**src/rtl/jtag_pkg.sv**
```systemverilog
// Shared constants for the JTAG instruction register: default opcodes, the mandatory capture
// pattern and the decode index that the DR mux uses to pick a data register.
package jtag_pkg;

   localparam int unsigned IrWidthMin = 2;
   localparam int unsigned IrWidthMax = 16;

   localparam logic [3:0] OpcExtest = 4'b0000;
   localparam logic [3:0] OpcSample = 4'b0001;
   localparam logic [3:0] OpcIdcode = 4'b0010;
   localparam logic [3:0] OpcBypass = 4'b1111;

   // The two LSBs captured in Capture-IR let a board tester locate IR boundaries.
   localparam logic [1:0] CapturePattern = 2'b01;

   typedef enum logic [1:0] {
      DecExtest = 2'd0,
      DecSample = 2'd1,
      DecIdcode = 2'd2,
      DecBypass = 2'd3
   } instr_idx_e;

   localparam int unsigned NumInstr = 4;

   function automatic logic [NumInstr-1:0] idx_onehot(instr_idx_e idx);
      logic [NumInstr-1:0] v;
      v = '0;
      v[idx] = 1'b1;
      return v;
   endfunction

endpackage

```
**src/rtl/jtag_ir_reg_if.sv**
```systemverilog
// TAP-side signal bundle for the instruction register: strobes and serial data from the TAP,
// decoded instruction back to the DR mux.
interface jtag_ir_reg_if #(
   parameter int unsigned IR_WIDTH = 4
);
   // A 2-bit IR has no status field; a single unused bit keeps the vector width legal.
   localparam int unsigned StatusW = (IR_WIDTH > 2) ? IR_WIDTH - 2 : 1;

   logic                TDI;
   logic                TDO;
   logic                IR_SELECT;
   logic                CAPTURE;
   logic                SHIFT;
   logic                UPDATE;
   logic                TLR;
   logic [StatusW-1:0]  STATUS;
   logic [IR_WIDTH-1:0] INSTR_REG;
   logic                INSTR_EXTEST;
   logic                INSTR_SAMPLE;
   logic                INSTR_IDCODE;
   logic                INSTR_BYPASS;
   logic                INSTR_UPDATED;

   modport master (
      output TDI, IR_SELECT, CAPTURE, SHIFT, UPDATE, TLR, STATUS,
      input  TDO, INSTR_REG, INSTR_EXTEST, INSTR_SAMPLE, INSTR_IDCODE, INSTR_BYPASS,
             INSTR_UPDATED
   );

   modport slave (
      input  TDI, IR_SELECT, CAPTURE, SHIFT, UPDATE, TLR, STATUS,
      output TDO, INSTR_REG, INSTR_EXTEST, INSTR_SAMPLE, INSTR_IDCODE, INSTR_BYPASS,
             INSTR_UPDATED
   );

endinterface

```
**src/rtl/jtag_ir_decode.sv**
```systemverilog
// Combinational opcode match: yields the one-hot decode and replaces unknown opcodes by BYPASS.
module jtag_ir_decode
   import jtag_pkg::*;
#(
   parameter int unsigned         IR_WIDTH   = 4,
   parameter logic [IR_WIDTH-1:0] OPC_EXTEST = IR_WIDTH'(OpcExtest),
   parameter logic [IR_WIDTH-1:0] OPC_SAMPLE = IR_WIDTH'(OpcSample),
   parameter logic [IR_WIDTH-1:0] OPC_IDCODE = IR_WIDTH'(OpcIdcode),
   parameter logic [IR_WIDTH-1:0] OPC_BYPASS = '1
) (
   input  logic [IR_WIDTH-1:0] opcode,
   output logic [IR_WIDTH-1:0] instr,
   output logic [NumInstr-1:0] onehot
);

   always_comb begin
      instr  = opcode;
      onehot = '0;
      if (opcode == OPC_EXTEST) begin
         onehot[DecExtest] = 1'b1;
      end else if (opcode == OPC_SAMPLE) begin
         onehot[DecSample] = 1'b1;
      end else if (opcode == OPC_IDCODE) begin
         onehot[DecIdcode] = 1'b1;
      end else begin
         // BYPASS itself and every unknown opcode land here.
         instr             = OPC_BYPASS;
         onehot[DecBypass] = 1'b1;
      end
   end

endmodule

```
**src/rtl/jtag_ir_reg.sv**
```systemverilog
// Parametrised JTAG instruction register: capture/shift stage, parallel hold stage with BYPASS
// substitution, registered one-hot decode and an update pulse.
module jtag_ir_reg
   import jtag_pkg::*;
#(
   parameter int unsigned IR_WIDTH   = 4,
   parameter logic [15:0] OPC_EXTEST = 16'(OpcExtest),
   parameter logic [15:0] OPC_SAMPLE = 16'(OpcSample),
   parameter logic [15:0] OPC_IDCODE = 16'(OpcIdcode),
   // All ones at any width; equals 4'b1111 for the default IR.
   parameter logic [15:0] OPC_BYPASS = '1
) (
   input  logic          TCK,
   input  logic          TRST_N,
   jtag_ir_reg_if.slave  bus
);

   localparam logic [IR_WIDTH-1:0] OpcExtestW = OPC_EXTEST[IR_WIDTH-1:0];
   localparam logic [IR_WIDTH-1:0] OpcSampleW = OPC_SAMPLE[IR_WIDTH-1:0];
   localparam logic [IR_WIDTH-1:0] OpcIdcodeW = OPC_IDCODE[IR_WIDTH-1:0];
   localparam logic [IR_WIDTH-1:0] OpcBypassW = OPC_BYPASS[IR_WIDTH-1:0];
   localparam logic [IR_WIDTH-1:0] ResetShift = IR_WIDTH'(CapturePattern);

   if (IR_WIDTH < IrWidthMin || IR_WIDTH > IrWidthMax) begin : g_err_width
      $error("jtag_ir_reg: IR_WIDTH must lie in 2..16");
   end

   if (OpcExtestW == OpcSampleW || OpcExtestW == OpcIdcodeW || OpcExtestW == OpcBypassW ||
       OpcSampleW == OpcIdcodeW || OpcSampleW == OpcBypassW || OpcIdcodeW == OpcBypassW)
   begin : g_err_dup
      $error("jtag_ir_reg: opcode parameters collide after resizing to IR_WIDTH");
   end

   if (!(&OpcBypassW)) begin : g_err_bypass
      $error("jtag_ir_reg: OPC_BYPASS must be all ones at IR_WIDTH");
   end

   logic [IR_WIDTH-1:0] shift_q, shift_d;
   logic [IR_WIDTH-1:0] instr_q, instr_d;
   logic [NumInstr-1:0] onehot_q, onehot_d;
   logic                updated_q, updated_d;
   logic [IR_WIDTH-1:0] capture_val;
   logic [IR_WIDTH-1:0] dec_instr;
   logic [NumInstr-1:0] dec_onehot;

   if (IR_WIDTH > 2) begin : g_cap_status
      assign capture_val = {bus.STATUS, CapturePattern};
   end else begin : g_cap_plain
      logic unused_status;
      assign unused_status = ^bus.STATUS;
      assign capture_val   = ResetShift;
   end

   // Decodes the pre-edge shift contents so a same-edge SHIFT cannot leak into the update.
   jtag_ir_decode #(
      .IR_WIDTH   (IR_WIDTH),
      .OPC_EXTEST (OpcExtestW),
      .OPC_SAMPLE (OpcSampleW),
      .OPC_IDCODE (OpcIdcodeW),
      .OPC_BYPASS (OpcBypassW)
   ) u_decode (
      .opcode (shift_q),
      .instr  (dec_instr),
      .onehot (dec_onehot)
   );

   always_comb begin
      shift_d   = shift_q;
      instr_d   = instr_q;
      onehot_d  = onehot_q;
      updated_d = 1'b0;
      if (bus.TLR) begin
         shift_d   = ResetShift;
         instr_d   = OpcIdcodeW;
         onehot_d  = idx_onehot(DecIdcode);
         updated_d = 1'b1;
      end else if (bus.IR_SELECT) begin
         if (bus.CAPTURE) begin
            shift_d = capture_val;
         end else if (bus.SHIFT) begin
            shift_d = {bus.TDI, shift_q[IR_WIDTH-1:1]};
         end
         if (bus.UPDATE) begin
            instr_d   = dec_instr;
            onehot_d  = dec_onehot;
            updated_d = 1'b1;
         end
      end
   end

   always_ff @(posedge TCK or negedge TRST_N) begin
      if (!TRST_N) begin
         shift_q   <= ResetShift;
         instr_q   <= OpcIdcodeW;
         onehot_q  <= idx_onehot(DecIdcode);
         updated_q <= 1'b0;
      end else begin
         shift_q   <= shift_d;
         instr_q   <= instr_d;
         onehot_q  <= onehot_d;
         updated_q <= updated_d;
      end
   end

   assign bus.TDO           = shift_q[0];
   assign bus.INSTR_REG     = instr_q;
   assign bus.INSTR_EXTEST  = onehot_q[DecExtest];
   assign bus.INSTR_SAMPLE  = onehot_q[DecSample];
   assign bus.INSTR_IDCODE  = onehot_q[DecIdcode];
   assign bus.INSTR_BYPASS  = onehot_q[DecBypass];
   assign bus.INSTR_UPDATED = updated_q;

endmodule

```
**src/flat_wrapper.sv**
```systemverilog
// flat-port wrapper written by rule: the top's interface ports become plain ports
module jtag_ir_reg_flat import jtag_pkg::*;
#(
   parameter int unsigned IR_WIDTH   = 4,
   parameter logic [15:0] OPC_EXTEST = 16'(OpcExtest),
   parameter logic [15:0] OPC_SAMPLE = 16'(OpcSample),
   parameter logic [15:0] OPC_IDCODE = 16'(OpcIdcode),
                                                               
   parameter logic [15:0] OPC_BYPASS = '1
)
  (TCK, TRST_N, bus_TDI, bus_IR_SELECT, bus_CAPTURE, bus_SHIFT, bus_UPDATE, bus_TLR, bus_STATUS, bus_TDO, bus_INSTR_REG, bus_INSTR_EXTEST, bus_INSTR_SAMPLE, bus_INSTR_IDCODE, bus_INSTR_BYPASS, bus_INSTR_UPDATED);
  jtag_ir_reg_if #(.IR_WIDTH(IR_WIDTH)) bus_i ();
  input  logic TCK;
  input  logic TRST_N;
  input wire logic [$bits(bus_i.TDI)-1:0] bus_TDI;
  input wire logic [$bits(bus_i.IR_SELECT)-1:0] bus_IR_SELECT;
  input wire logic [$bits(bus_i.CAPTURE)-1:0] bus_CAPTURE;
  input wire logic [$bits(bus_i.SHIFT)-1:0] bus_SHIFT;
  input wire logic [$bits(bus_i.UPDATE)-1:0] bus_UPDATE;
  input wire logic [$bits(bus_i.TLR)-1:0] bus_TLR;
  input wire logic [$bits(bus_i.STATUS)-1:0] bus_STATUS;
  output wire logic [$bits(bus_i.TDO)-1:0] bus_TDO;
  output wire logic [$bits(bus_i.INSTR_REG)-1:0] bus_INSTR_REG;
  output wire logic [$bits(bus_i.INSTR_EXTEST)-1:0] bus_INSTR_EXTEST;
  output wire logic [$bits(bus_i.INSTR_SAMPLE)-1:0] bus_INSTR_SAMPLE;
  output wire logic [$bits(bus_i.INSTR_IDCODE)-1:0] bus_INSTR_IDCODE;
  output wire logic [$bits(bus_i.INSTR_BYPASS)-1:0] bus_INSTR_BYPASS;
  output wire logic [$bits(bus_i.INSTR_UPDATED)-1:0] bus_INSTR_UPDATED;
  assign bus_i.TDI = bus_TDI;
  assign bus_i.IR_SELECT = bus_IR_SELECT;
  assign bus_i.CAPTURE = bus_CAPTURE;
  assign bus_i.SHIFT = bus_SHIFT;
  assign bus_i.UPDATE = bus_UPDATE;
  assign bus_i.TLR = bus_TLR;
  assign bus_i.STATUS = bus_STATUS;
  assign bus_TDO = bus_i.TDO;
  assign bus_INSTR_REG = bus_i.INSTR_REG;
  assign bus_INSTR_EXTEST = bus_i.INSTR_EXTEST;
  assign bus_INSTR_SAMPLE = bus_i.INSTR_SAMPLE;
  assign bus_INSTR_IDCODE = bus_i.INSTR_IDCODE;
  assign bus_INSTR_BYPASS = bus_i.INSTR_BYPASS;
  assign bus_INSTR_UPDATED = bus_i.INSTR_UPDATED;
  jtag_ir_reg #(.IR_WIDTH(IR_WIDTH), .OPC_EXTEST(OPC_EXTEST), .OPC_SAMPLE(OPC_SAMPLE), .OPC_IDCODE(OPC_IDCODE), .OPC_BYPASS(OPC_BYPASS)) u_core (.TCK(TCK), .TRST_N(TRST_N), .bus(bus_i));
endmodule
```
**config.mk**
```make
export PLATFORM = sky130hd
export DESIGN_NAME = jtag_ir_reg_flat
export DESIGN_NICKNAME = d
export VERILOG_FILES = /design/src/rtl/jtag_pkg.sv /design/src/rtl/jtag_ir_reg_if.sv /design/src/rtl/jtag_ir_decode.sv /design/src/rtl/jtag_ir_reg.sv /design/src/flat_wrapper.sv
export SDC_FILE = /design/constraint.sdc
export NUM_CORES = 1
export LEC_CHECK = 0
export ABC_AREA = 1
export CORE_MARGIN = 1
export CORE_UTILIZATION = 47
export CTS_BUF_LIST = sky130_fd_sc_hd__clkbuf_4
export DETAILED_ROUTE_END_ITERATION = 10
export PLACE_DENSITY = 0.8
export RECOVER_POWER = 50
export SYNTH_ARGS = -nofsm -noshare
export SYNTH_HDL_FRONTEND = slang
export SYNTH_HIERARCHICAL = 1
export SYNTH_SLANG_ARGS = --single-unit
```
**constraint.sdc**
```tcl
create_clock -name TCK -period 1.19 [get_ports TCK]
set_clock_uncertainty 0.1 [all_clocks]
set_input_delay 0.238 -clock TCK [delete_from_list [all_inputs] [get_ports TCK]]
set_output_delay 0.238 -clock TCK [all_outputs]
set_load 0.02 [all_outputs]
```
# Word level (Yosys, flattened, before mapping)

Index checks and enable logic that the tools add are counted.

Flip-flop bits (word level): 13
Latch bits: 0
Memory bits (writable): 0
Memory bits (read-only): 0
Bits of input ports: 10
Output and inout bits: 10
Word-level logic and storage cells: 34
Memories kept: 0

Add/subtract/negate cells: 0
$mul: 0
Div/mod/pow operators: 0
Magnitude comparators: 0
Equal/unequal tests: 2
Shift-type cells: 0
Mux-type cells: 22
Bitwise logic cells: 0
Reduce and logical (&&, ||, !) cells: 6

Operators with widths:

| kind                 | count |
|---|---|
| $mux W4              | 13 |
| $mux W1              | 7 |
| $eq A4 B1 Y1 const B | 1 |
| $eq A4 B2 Y1 const B | 1 |
| $logic_not A4 Y1     | 1 |
| $reduce_and A2 Y1    | 2 |
| $reduce_bool A2 Y1   | 2 |
| $mux W3              | 1 |
| $reduce_bool A3 Y1   | 1 |
| $mux W2              | 1 |

# Logic depth before layout (Yosys ltp)

Gate-level depths: netlist (run 1).

Depth after elaboration: 7
Depth in mapped cells: 5
Gate-level depth less buffers: 5

# Cells and area by module

Netlist (run 1), hierarchy kept.

By module, submodules not included:

| module         | instances | cells each | area an instance (um^2) | sequential area each (um^2) |
|---|---|---|---|---|
| jtag_ir_reg    | 1         | 70         | 589.3                   | 329.1 |
| jtag_ir_decode | 1         | 17         | 75.1                    | 0.0 |

# Worst setup path before layout (run 1)

Ideal clock, no wire load.

Path type: register to register
Start: reg u_core.shift_q[0]
End: reg u_core.onehot_q[2]
Setup time: 0.079 ns
Arrival: 0.980 ns
Setup slack: 0.031 ns
Stages on the path, launching flop included: 6
Path buffers: 0
Path through: dfstp_2 inv_1 nand2_1 nor2_1 nor3_1 nor2_1

Word-level cells in the longest chain between the ends: 7

RTL lines:

| item                     | line                 | text |
|---|---|---|
| from (decl)              | jtag_ir_reg.sv:38    | `logic [IR_WIDTH-1:0] shift_q, shift_d;` |
| from (signal assigned)   | jtag_ir_reg.sv:93    | `shift_q <= ResetShift;` |
| from (signal assigned)   | jtag_ir_reg.sv:98    | `shift_q <= shift_d;` |
| $eq A4 B2 Y1             | jtag_ir_decode.sv:23 | `end else if (opcode == OPC_IDCODE) begin` |
| $mux W1                  | jtag_ir_decode.sv:23 |  |
| $mux W2                  | jtag_ir_decode.sv:21 | `end else if (opcode == OPC_SAMPLE) begin` |
| $mux W3 *                | jtag_ir_decode.sv:19 | `if (opcode == OPC_EXTEST) begin` |
| via u_core.dec_onehot[2] | jtag_ir_reg.sv:44    | `logic [NumInstr-1:0] dec_onehot;` |
| $mux W4 *                | jtag_ir_reg.sv:83    | `if (bus.UPDATE) begin` |
| $mux W4 *                | jtag_ir_reg.sv:77    | `end else if (bus.IR_SELECT) begin` |
| $mux W4 *                | jtag_ir_reg.sv:72    | `if (bus.TLR) begin` |
| to (signal assigned)     | jtag_ir_reg.sv:95    | `onehot_q <= idx_onehot(DecIdcode);` |
| to (signal assigned)     | jtag_ir_reg.sv:100   | `onehot_q <= onehot_d;` |
| to (decl)                | jtag_ir_reg.sv:40    | `logic [NumInstr-1:0] onehot_q, onehot_d;` |

The timed path passes the listed nets; every way through them passes the cells marked *. The select of a mux whose other input is x is not followed.
A chain may end at the register's enable or synchronous reset.

# Final worst setup path (run 1)

Start: reg u_core.shift_q[0]
End: out bus_TDO

RTL lines:

| item      | line               | text |
|---|---|---|
| to (decl) | flat_wrapper.sv:22 | `output wire logic [$bits(bus_i.TDO)-1:0] bus_TDO;` |

No word-level cell between the ends.

==> flow_summary.toml, run 1 <==
[synth]
syn_inst = 87
ys_seq_area_share_pct = 49.53
syn_nets = 97
yosys_warnings = 6
ys_ff_latch = 13
synthesis.area_um2 = 664.4
ys_types = 14
avgSynthCellArea_um2 = 7.637

[global_routing]
track_usage_pct = 23.50
grt_pass1_vias = 571
grt_max_degree = 16
grt_overflow_total = 0
grt_pass1_wl_um = 2373
antenna_found_initial = 0

[sta]
rsz0062_at_grt = "yes"
tightest_slew_ns = 0.6782
fin_crit_sh_pct = 106.6
finalHoldViolations = 0
fmaxAchievable_mhz = 788.5
report.final.slew_viol_count = 0
finalWorstSetupSlack_ns = -0.07827
slew_headroom_pct = 54.79
setup_viol = 3
period_minus_slack_ns = 1.268

[routing]
drt-vias-per-instance = 5.225
dr_wl_met3_um = 75
dr.max_layer_used = "met4"
wl_met2_um = 723
drt_wl_total_um = 1488
first_pass_iters = 4
met1_length_um = 658
vias = 674
drt-initial-drc-count = 29
drc = 0
ant_nets = 0
routedWlPerCell_um = 11.53

[final_layout]
drive_gt1_share_pct = 25.44
synthToLayoutAreaGrowth_pct = 37.29
final_common_cell = "nand2_1"
final_cell_mix = "nand2_1 (31), nand3_1 (14), dfrtp_1 (10), nor2_1 (9), clkdlybuf4s50_1 (7)"
n_antenna_cell = 0
stdcell_area_um2 = 912.1
nets = 125

[die]
die_w_um = 39.60
start_util_pct = 51.06
die-area_mm2 = 0.001568
die_h_um = 39.60
core-area_mm2 = 0.001301
ioPinCount = 20
rows = 13

[setup_path]
rr_worst_depth = 6
crit_chain = "buf_6"
critPathTopFamily = "flip-flops"
critPathKind = "flop to output port"
cp_max_fo = 2
slowest_delay_ns = 0.54
worst_setup_path_start_kind = "flop"
rrSetupSlack_ns = 0
worstPathRequired_ns = 0.85
slowest_stage = "dfstp_2"
worstSetupEndpoint = "bus_TDO"
setup.worst_path.start = "u_core/shift_q[0]"
worstReg2RegEnd = "u_core/onehot_q[2]"
cp_num_buf_inv = 1
path_depth = 1
worst_setup_path_end_kind = "output port"
reg2reg_from = "u_core/shift_q[0]"
arrival_ns = 0.93

[run_status]
violations = "negative setup slack"
status = "finished, violations left"

[cts]
cts_tree = "built"
cts_root_buf = "clkbuf_4"
clkTransAtPathRegs_ns = 0.08
htree_levels = 1
clockBufferDepth = 2
clock_latency_ns = 0.28
numCtsBuffers = 3
cts-hold-fix-buffers = 0
postCtsSetupBuffers = 0
cts_sinks = 13

[placed_design]
portBuffers = 19
place.gp.congestion = 0.8049
pre_cts_ws_ns = -0.2542
placed_area_um2 = 899.6
dp_hpwl_um = 1097

[pwr]
p_per_area_mw_per_mm2 = 1105
ir_drop_mv = 0.8317
power_leakage_nw = 0.5017

[job]
maxCapViolations = 0

[min_path]
hp-class = "input port to flop"
[logic make-up (layout without fill, tap and decap cells)]
kind of cell	count (synthesis)	in the layout	synth area share [%]
and+or+nand+nor	61	61	41.24
DFF	13	13	49.53
buffers and inverters	9	36	6.215
AOI/OAI and AO/OA	4	4	3.012
[routing by layer]
metal	up-vias	GRT usage, %
li1	330	-
met1	308	28.78
met2	28	37.70
met3	8	5.114
met4	0	12.93
met5	-	0
[report_power, final]
group          switching (mW)  internal (mW)  total (mW)
sequential             0.0170          0.472       0.489
clock                   0.142          0.153       0.294
combinational           0.127         0.0970       0.224
[registers in the layout, summed over array words and instances, names as in the netlist]
signal                    cells
u_core/shift_q                4
u_core/bus.INSTR_REG          4
u_core/bus.INSTR_UPDATED      1
u_core/onehot_q               4
[how the worst min path moves through the flow]
stage | start | to | slack, ns | cells past startpoint
3_5_place_dp | u_core/bus.INSTR_REG[1] | u_core/bus.INSTR_REG[1] | 0.40 | 2
3_3_place_gp | u_core/bus.INSTR_REG[0] | u_core/bus.INSTR_REG[0] | 0.40 | 2
2_1_floorplan | TRST_N | u_core/bus.INSTR_REG[0] | -0.16 | 0
6_report | bus_CAPTURE | u_core/shift_q[1] | 0.34 | 4
5_1_grt | bus_CAPTURE | u_core/shift_q[1] | 0.37 | 4
4_1_cts | TRST_N | u_core/onehot_q[0] | 0.16 | 2
[what timing repair did]
action / 4_1_cts / 5_1_grt
gates resized for setup: 47 / 10
setup endpoints to repair: 11 / 13
pin swaps: 1 / 1
[synthesized netlist by cell type, drive strengths merged]
master  instances  area share (%)
buf             1             1.7
nor3            2             1.5
nand3          14              11
dfrtp          10              38
nand2          33              20
o21ai           4             3.0
nor2           12             9.0
inv             8             4.5
dfstp           3              12
[stage by stage]
stage,total power [mW],cells,TNS [ns],hold slack [ns],utilization (%)
final,1.008,129,-0.2197,0.3414,70.10
after global routing,1.062,129,-0.8508,0.3698,70.10
after CTS,1.014,129,-0.2766,0.1609,69.04
after detailed placement,0.7207,125,-3.714,0.4008,69.13
after global placement,0.7145,125,-3.286,0.3954,69.13
after floorplan,0.6059,87,0,-0.1576,-
[cell type report]
class | instances | area (um^2)
Fill cell | 114 | 389.1
Sequential cell | 13 | 329.1
Multi-Input combinational cell | 65 | 300.3
Timing Repair Buffer | 24 | 201.4
Inverter | 8 | 32.53
Clock buffer | 4 | 30.03
Tap cell | 15 | 18.77
(Power assumes the default switching activity.)
==> run 2, diff against run 1 <==
Settings changed: CTS_CLUSTER_SIZE set to 10.
==> results of run 2 <==
Final layout, timing and power as in run 1 (identical DEF).
